==> src/rtl/tank_select_sequencer.sv <==
// Tank select sequencer: decodes a dual-rail tank address into a one-hot
// in/out gate. The gate aligns to the next minor-cycle boundary and is held
// for exactly WORD_DIGITS digit pulses.
module tank_select_sequencer #(
    parameter int ADDR_BITS   = 2,
    parameter int WORD_DIGITS = 18
) (
    input  logic                      clk,
    input  logic                      rst_n,
    input  logic [ADDR_BITS-1:0]      addr_pos,
    input  logic [ADDR_BITS-1:0]      addr_neg,
    input  logic                      t_in_req,
    input  logic                      t_out_req,
    input  logic                      minor_start,
    input  logic                      digit_pulse,
    output logic [(2**ADDR_BITS)-1:0] tank_in,
    output logic [(2**ADDR_BITS)-1:0] tank_out,
    output logic                      busy,
    output logic                      done,
    output logic                      addr_err
);

    localparam int NT = 2**ADDR_BITS;
    localparam int CW = (WORD_DIGITS > 1) ? $clog2(WORD_DIGITS) : 1;
    localparam logic [CW-1:0] LAST_DIGIT = CW'(WORD_DIGITS - 1);
    localparam logic [NT-1:0] GATE_LSB   = NT'(1);

    typedef enum logic [1:0] {
        ST_IDLE  = 2'd0,
        ST_ARMED = 2'd1,
        ST_XFER  = 2'd2
    } state_t;

    // Dual-rail pair is consistent only when every bit differs between rails.
    function automatic logic dual_rail_ok(input logic [ADDR_BITS-1:0] p,
                                          input logic [ADDR_BITS-1:0] n);
        return &(p ^ n);
    endfunction

    state_t               state_q,    state_d;
    logic [CW-1:0]        cnt_q,      cnt_d;
    logic [ADDR_BITS-1:0] addr_q,     addr_d;
    logic                 dir_q,      dir_d;
    logic [NT-1:0]        tank_in_q,  tank_in_d;
    logic [NT-1:0]        tank_out_q, tank_out_d;
    logic                 busy_q,     busy_d;
    logic                 done_q,     done_d;
    logic                 addr_err_q, addr_err_d;

    logic                 req_s;
    logic                 reject_s;
    logic [NT-1:0]        gate_s;

    assign req_s    = t_in_req | t_out_req;
    assign reject_s = ~dual_rail_ok(addr_pos, addr_neg) | (t_in_req & t_out_req);
    assign gate_s   = GATE_LSB << addr_q;

    // Next-state and next-output logic for the request/arm/transfer sequence.
    always_comb begin
        state_d    = state_q;
        cnt_d      = cnt_q;
        addr_d     = addr_q;
        dir_d      = dir_q;
        tank_in_d  = tank_in_q;
        tank_out_d = tank_out_q;
        busy_d     = busy_q;
        done_d     = 1'b0;
        addr_err_d = 1'b0;

        case (state_q)
            ST_IDLE: begin
                if (req_s) begin
                    if (reject_s) begin
                        addr_err_d = 1'b1;
                    end else begin
                        addr_d  = addr_pos;
                        dir_d   = t_in_req;
                        busy_d  = 1'b1;
                        state_d = ST_ARMED;
                    end
                end else begin
                    state_d = ST_IDLE;
                end
            end

            ST_ARMED: begin
                if (minor_start) begin
                    state_d = ST_XFER;
                    cnt_d   = '0;
                    if (dir_q) begin
                        tank_in_d  = gate_s;
                        tank_out_d = '0;
                    end else begin
                        tank_in_d  = '0;
                        tank_out_d = gate_s;
                    end
                end else begin
                    state_d = ST_ARMED;
                end
            end

            ST_XFER: begin
                if (digit_pulse) begin
                    if (cnt_q == LAST_DIGIT) begin
                        state_d    = ST_IDLE;
                        cnt_d      = '0;
                        tank_in_d  = '0;
                        tank_out_d = '0;
                        busy_d     = 1'b0;
                        done_d     = 1'b1;
                    end else begin
                        cnt_d = cnt_q + CW'(1);
                    end
                end else begin
                    cnt_d = cnt_q;
                end
            end

            default: begin
                state_d    = ST_IDLE;
                cnt_d      = '0;
                addr_d     = '0;
                dir_d      = 1'b0;
                tank_in_d  = '0;
                tank_out_d = '0;
                busy_d     = 1'b0;
            end
        endcase
    end

    // State and registered outputs; reset drops the gate immediately.
    always_ff @(posedge clk or negedge rst_n) begin
        if (!rst_n) begin
            state_q    <= ST_IDLE;
            cnt_q      <= '0;
            addr_q     <= '0;
            dir_q      <= 1'b0;
            tank_in_q  <= '0;
            tank_out_q <= '0;
            busy_q     <= 1'b0;
            done_q     <= 1'b0;
            addr_err_q <= 1'b0;
        end else begin
            state_q    <= state_d;
            cnt_q      <= cnt_d;
            addr_q     <= addr_d;
            dir_q      <= dir_d;
            tank_in_q  <= tank_in_d;
            tank_out_q <= tank_out_d;
            busy_q     <= busy_d;
            done_q     <= done_d;
            addr_err_q <= addr_err_d;
        end
    end

    assign tank_in  = tank_in_q;
    assign tank_out = tank_out_q;
    assign busy     = busy_q;
    assign done     = done_q;
    assign addr_err = addr_err_q;

endmodule

==> config.mk <==
export PLATFORM = sky130hd
export DESIGN_NAME = tank_select_sequencer
export DESIGN_NICKNAME = d
export VERILOG_FILES = /design/src/rtl/tank_select_sequencer.sv
export SDC_FILE = /design/constraint.sdc
export NUM_CORES = 1
export LEC_CHECK = 0
export ABC_AREA = 1
export ABC_CLOCK_PERIOD_IN_PS = 3390
export CAP_MARGIN = 25
export CORE_ASPECT_RATIO = 1.2
export CORE_UTILIZATION = 55
export CTS_CLUSTER_DIAMETER = 120
export DETAILED_ROUTE_END_ITERATION = 8
export HOLD_SLACK_MARGIN = 0.08
export PLACE_DENSITY_LB_ADDON = 0.2
export SLEW_MARGIN = 20
export SYNTH_ARGS = -nofsm -noshare
export SYNTH_HDL_FRONTEND = slang
export SYNTH_SLANG_ARGS = --single-unit
==> constraint.sdc <==
create_clock -name clk -period 3.39 [get_ports clk]
set_clock_uncertainty 0.15 [all_clocks]
set_input_delay 0.339 -clock clk [delete_from_list [all_inputs] [get_ports clk]]
set_output_delay 0.339 -clock clk [all_outputs]
set_load 0.01 [all_outputs]
==> impl_metrics.py, run 1 <==
metrics = {
    "timing": {
        "fin_tns_setup_ps": 0,
        "fin_crit_ps": 1740,
        "finalSetupViolations": 0,
        "min_period_over_period": 0.512,
        "rsz0062_at_grt": "false",
        "timing_worst_slew_pin_value_ps": 456,
        "final-max-slew-violation-count": 0,
        "relSlewSlack": 0.695,
        "finalHoldViolCount": 0,
        "maxClockFrequency_ghz": 0.576,
    },
    "clock_network": {
        "cts_resized": 0,
        "cts_tree": "built",
        "clk_root_buffer_cell": "sky130_fd_sc_hd__clkbuf_4",
        "cts_made_buffers": 3,
        "cts.repair_timing.setup_buffer_count": 0,
        "postCtsHoldBufs": 0,
        "clock_sink_count": 21,
        "htree_levels": 1,
        "worst_skew_pair.late_latency_ps": 310,
        "clock_pin_transition_on_the_worst_setup_and_hold_timing_paths_ps": 120,
        "cts.path.max_buffers": 2,
    },
    "synthesis": {
        "post_synth_instance_area_sq_um": 1160,
        "synth.avg_cell_area_sq_um": 8.29,
        "synth_cell_types": 22,
        "yosys-top-cells-area": "sky130_fd_sc_hd__dfrtp_1, sky130_fd_sc_hd__nand2_1, sky130_fd_sc_hd__inv_1, sky130_fd_sc_hd__ha_1, sky130_fd_sc_hd__o31ai_1",
        "synth_fp_nets": 155,
        "synth_warnings": 0,
        "ys_ff_latch": 21,
        "yosys.area.top_type": "sky130_fd_sc_hd__dfrtp_1",
        "netlist.area_leader.share": 0.453,
        "synth_cells": 140,
        "ys_seq_area_frac": 0.453,
    },
    "critical_path": {
        "critPathTopFamily": "buffers and inverters",
        "arrival_time_at_the_worst_endpoint_ps": 1250,
        "cp-end-kind": "output pin",
        "timing.critical_path.required_ps": 2900,
        "start_kind": "register",
        "critPathMaxStageDelay_ps": 570,
        "worst-setup-path-type": "reg -> out",
        "cp_cell_sequence": "clkdlybuf4s50_1",
        "crit_fanout": 2,
        "buffers_inverters_on_critical_path": 1,
        "cell_type_of_the_slowest_stage_on_the_worst_timing_path": "sky130_fd_sc_hd__clkdlybuf4s50_1",
    },
    "placement": {
        "gp_routability_congestion": 0.799,
        "dp_hpwl_um": 1610,
        "io_buffers": 20,
    },
    "pwr": {
        "largest_vdd_supply_drop_v": 0.000428,
        "static-leakage-power_nw": 0.707,
        "power.density_nw_per_um2": 696,
    },
    "grt": {
        "grt_start_max_net_pins": 22,
        "global_route.usage.total": 0.219,
        "antenna_found_initial": 0,
        "number_of_global_route_vias_before_repair": 928,
        "grt_pass1_wl_um": 3660,
        "grt-ovfl-total": 0,
    },
    "layout": {
        "layout.core_utilization": 0.735,
        "area_of_the_multi_input_gates_sq_um": 538,
        "seq_area_sq_um": 526,
        "antennaDiodeCount": 0,
        "drive_above_1_share": 0.0976,
        "fillCellCount": 157,
        "num-nets-final": 180,
        "area.growth.synth_to_final_pct": 21.2,
    },
    "floorplanning": {
        "die_h_um": 52.3,
        "floorplan.initialDensity": 0.607,
        "floorplan.core_area_sq_um": 1910,
        "die_x_extent_um": 43.9,
        "io_pins": 21,
        "floorplan_die_area_sq_um": 2300,
        "placement_rows": 17,
    },
    "detailed_routing": {
        "initialDrtViolationCount": 14,
        "drtPass1Iterations": 6,
        "post_drt_via_cell_ratio": 5.33,
        "detail_route.drc_violations": 2,
        "ant_nets": 0,
        "routed-via-count": 976,
        "routed_wl_um": 2070,
        "wl_per_cell_um": 11.3,
    },
    "worst_hold_path": {
        "hold_class": "in -> async",
    },
    "job": {
        "maxCapViolations": 0,
    },
    "outcome": {
        "outcome": "complete, but fails checks",
        "violations_in_the_final_reports": "design-rule violations",
    },
}
[cells in the mapped netlist (all sizes together)]
master	number
nand2	49
inv	22
dfrtp	21
nor2	9
nand3	8
o31ai	8
ha	5
a21oi	4
nand4	4
o21ai	4
nor3	3
buf	1
o22ai	1
xor2	1
[cell type report]
class | instances | area share
multi-input cells | 96 | 0.382
clock buffers | 4 | 0.0187
flip-flops and latches | 21 | 0.373
inverters | 22 | 0.0587
repair buffers | 21 | 0.150
well taps | 19 | 0.0169
[metal layers]
| metal | wire length (um) | vias to the layer above | track usage |
|---|---|---|---|
| met5 | 0 | - | 0 |
| met4 | 55 | 0 | 0.131 |
| met3 | 63 | 4 | 0.0310 |
| met2 | 1060 | 21 | 0.398 |
| met1 | 885 | 449 | 0.235 |
| li1 | - | 502 | - |
[kinds of logic after synthesis]
family	Yosys count	synth area share
flip-flops	21	0.453
XOR/XNOR	1	0.00754
adder cells (fa/ha/maj)	5	0.0539
buffers and inverters	23	0.0840
AO/OA/AOI/OAI	17	0.103
AND/OR/NAND/NOR	73	0.298
[path summary, 6_finish.rpt]
kind	to	slack, ps	start	depth (start not counted)
setup / recovery	tank_in[3]	1650	tank_in[3]	1
hold reg to reg	tank_out[3]	340	tank_out[3]	2
min in group clk	tank_out[3]	340	tank_out[3]	2
hold / removal	addr_err	180	rst_n	1
setup reg to reg	tank_in[3]	1700	state_q[0]	7
max in group asynchronous	tank_in[1]	2450	rst_n	2
[state kept, by name (all words and copies together), names as in the netlist]
signal	cells
dir_q	1
tank_out	4
state_q	2
addr_err	1
addr_q	2
cnt_q	5
busy	1
done	1
tank_in	4
[through the flow]
step                cells  setup slack (ps)  hold WS [ps]  cell area (sq um)  total power, mW
floorplan             140              1820          -107               1160            0.752
global placement      178              1630           314               1370            0.850
detailed placement    178              1580           321               1370            0.862
CTS                   182              1630           348               1400            0.990
global route          183              1560           212               1410             1.06
finish                183              1650           185               1410            0.980
[placed cells by master, fill, tap and decap left out, drive strengths merged]
cell           count
buf                1
nor3               3
xor2               1
nand4              4
o21ai              4
clkdlybuf4s50     20
nand2             49
nor2               9
nand3              8
dfrtp             21
clkbuf             4
inv               22
a21oi              4
o22ai              1
o31ai              8
ha                 5
[power by group]
| part | internal, mW | total, mW | switching (mW) | leakage (nW) |
|---|---|---|---|---|
| clock | 0.0459 | 0.122 | 0.0765 | 0.0150 |
| sequential | 0.311 | 0.354 | 0.0428 | 0.286 |
| combinational | 0.185 | 0.504 | 0.319 | 0.405 |
No activity file was read; power rests on OpenSTA's default activity.
==> run 2, diff against run 1 <==
--- a/config.mk
+++ b/config.mk
@@ -6,10 +6,10 @@
 export NUM_CORES = 1
 export LEC_CHECK = 0
 export ABC_AREA = 1
-export ABC_CLOCK_PERIOD_IN_PS = 3390
+export ABC_CLOCK_PERIOD_IN_PS = 1600
 export CAP_MARGIN = 25
 export CORE_ASPECT_RATIO = 1.2
-export CORE_UTILIZATION = 55
+export CORE_UTILIZATION = 51
 export CTS_CLUSTER_DIAMETER = 120
 export DETAILED_ROUTE_END_ITERATION = 8
 export HOLD_SLACK_MARGIN = 0.08
==> constraint.sdc (replaced) <==
create_clock -name clk -period 1.6 [get_ports clk]
set_clock_uncertainty 0.15 [all_clocks]
set_input_delay 0.16 -clock clk [delete_from_list [all_inputs] [get_ports clk]]
set_output_delay 0.16 -clock clk [all_outputs]
set_load 0.01 [all_outputs]
==> impl_metrics.py, run 2 (synthesis results as in run 1) <==
metrics = {
    "timing": {
        "min_period_over_period": 1.05,
        "relSlewSlack": 0.781,
        "finalHoldViolCount": 0,
        "worst_slack_ps": -83.2,
        "timing_worst_slew_pin_value_ps": 327,
        "rsz0062_at_grt": "true",
        "maxClockFrequency_ghz": 0.594,
        "fin_crit_ps": 1680,
        "final-max-slew-violation-count": 0,
        "finalSetupViolations": 10,
    },
    "critical_path": {
        "buffers_inverters_on_critical_path": 3,
        "cell_type_of_the_slowest_stage_on_the_worst_timing_path": "sky130_fd_sc_hd__dfrtp_1",
        "cp-end-kind": "register",
        "timing.critical_path.required_ps": 1670,
        "worst-setup-path-type": "reg -> reg",
        "crit_fanout": 6,
        "critPathMaxStageDelay_ps": 460,
        "critPathTopFamily": "flip-flops",
        "cp_cell_sequence": "inv_2, ha_4, nand2_4, inv_4, nor2_8, buf_6, nand2_8, o31ai_1",
        "start_kind": "register",
        "arrival_time_at_the_worst_endpoint_ps": 1750,
    },
    "clock_network": {
        "cts_tree": "built",
        "cts_made_buffers": 3,
        "clock_sink_count": 21,
        "worst_skew_pair.late_latency_ps": 320,
        "clock_pin_transition_on_the_worst_setup_and_hold_timing_paths_ps": 130,
        "cts.path.max_buffers": 2,
        "clk_root_buffer_cell": "sky130_fd_sc_hd__clkbuf_4",
        "htree_levels": 1,
    },
    "placement": {
        "gp_routability_congestion": 0.837,
        "dp_hpwl_um": 1620,
        "preCtsSetupSlack_ps": -24.5,
        "io_buffers": 20,
    },
    "pwr": {
        "share_clk_of_total_power": 0.091,
        "pwr_total_mw": 3.06,
        "internal_power_mw": 1.65,
        "seqPwrFrac": 0.251,
        "largest_vdd_supply_drop_v": 0.00141,
        "switching_share": 0.462,
        "power.density_nw_per_um2": 1710,
        "power_frac_comb": 0.658,
        "static-leakage-power_nw": 0.865,
        "p_switching_mw": 1.41,
    },
    "layout": {
        "fillCellCount": 114,
        "largest-register": "cnt_q",
        "layout.cells.most_common": "sky130_fd_sc_hd__nand2_1",
        "layout_common_cells": "sky130_fd_sc_hd__nand2_1, sky130_fd_sc_hd__dfrtp_1, sky130_fd_sc_hd__clkdlybuf4s50_1, sky130_fd_sc_hd__inv_1, sky130_fd_sc_hd__buf_4",
        "area.growth.synth_to_final_pct": 54.1,
        "layout.core_utilization": 0.854,
        "drive_above_1_share": 0.323,
        "seq_area_sq_um": 526,
        "area_of_the_multi_input_gates_sq_um": 737,
        "num-nets-final": 202,
        "largest_reg_flops": 5,
        "antennaDiodeCount": 0,
    },
    "worst_hold_path": {
        "hold_class": "in -> reg",
    },
    "detailed_routing": {
        "initialDrtViolationCount": 49,
        "post_drt_via_cell_ratio": 5.22,
        "drtPass1Iterations": 6,
        "route.layer.met1.wl_um": 1240,
        "routed_wl_um": 3100,
        "ant_nets": 0,
        "routed-via-count": 1128,
        "met2RoutedLength_um": 1640,
        "wl_per_cell_um": 14.3,
        "detail_route.drc_violations": 0,
        "wl_met3_um": 142,
        "top_signal_layer_used": "met4",
    },
    "floorplanning": {
        "die_x_extent_um": 45.6,
        "floorplan_die_area_sq_um": 2470,
        "floorplan.core_area_sq_um": 2090,
        "placement_rows": 18,
        "io_pins": 21,
        "floorplan.initialDensity": 0.554,
        "die_h_um": 54.3,
    },
    "outcome": {
        "violations_in_the_final_reports": "negative setup slack",
        "outcome": "complete, but fails checks",
    },
    "job": {
        "maxCapViolations": 0,
    },
    "grt": {
        "grt_pass1_wl_um": 3530,
        "number_of_global_route_vias_before_repair": 888,
        "antenna_found_initial": 0,
        "grt-ovfl-total": 0,
        "global_route.usage.total": 0.198,
        "grt_start_max_net_pins": 22,
    },
}
-- run 2: cell types whose count changed in the layout (fill, tap and decap cells not counted), sizes merged --
cell	change
buf	+18
dlymetal6s2s	+1
clkdlybuf4s50	-1
dlygate4sd3	+1
nand2	+3
-- run 2: stage by stage --
| stage | TNS, ps | hold slack (ps) | cell area [sq um] | std cells |
|---|---|---|---|---|
| 6_report | -348 | 256 | 1790 | 216 |
| 5_1_grt | -1120 | 288 | 1790 | 216 |
| 4_1_cts | 0 | 273 | 1490 | 200 |
| 3_5_place_dp | -27.0 | 321 | 1430 | 195 |
| 3_3_place_gp | 0 | 318 | 1430 | 195 |
| 2_1_floorplan | 0 | -286 | 1160 | 140 |
-- run 2: final timing paths --
kind                                  start           to  slack, ps  depth (start not counted)
worst max-delay path             state_q[0]   tank_in[2]        -80                          8
worst min-delay path            minor_start   state_q[1]        260                          3
worst max register to register   state_q[0]   tank_in[2]        -80                          8
worst min register to register  tank_out[3]  tank_out[3]        360                          2
max in group asynchronous             rst_n         busy        510                          3
min in group asynchronous             rst_n  tank_out[2]        570                          3
-- run 2: worst register-to-register path: cells and delay by family (launching register included) --
kind            cells  cell delay, ps
flops               1             460
buf+inv             3             280
simple gates        3             280
compound gates      1             230
fa+ha+maj           1             180
-- run 2: metal layers --
| layer | GRT usage | up-vias |
|---|---|---|
| li1 | - | 547 |
| met1 | 0.238 | 533 |
| met2 | 0.357 | 43 |
| met3 | 0.0297 | 5 |
| met4 | 0.0657 | 0 |
| met5 | 0 | - |
-- run 2: power by group through the flow --
stage	sequential, mW	combinational (mW)	clock (mW)
finish	0.769	2.02	0.278
global route	0.784	2.16	0.299
CTS	0.744	1.22	0.263
detailed placement	0.755	1.13	0
global placement	0.749	1.12	0
floorplan	0.774	0.819	0
-- run 2: what timing repair did --
item	in CTS	in global routing
setup endpoints to repair	7	15
hold buffers	1	0
pin swaps	2	8
resized for setup	5	34
cloned	0	3
setup buffers	0	13
hold endpoints to repair	21	0
-- run 2: layout make-up --
type	instances	share of cell area
Multi-Input combinational cell	99	0.412
Tap cell	30	0.0210
Sequential cell	21	0.294
Inverter	22	0.0490
Timing Repair Buffer	40	0.210
Clock buffer	4	0.0147
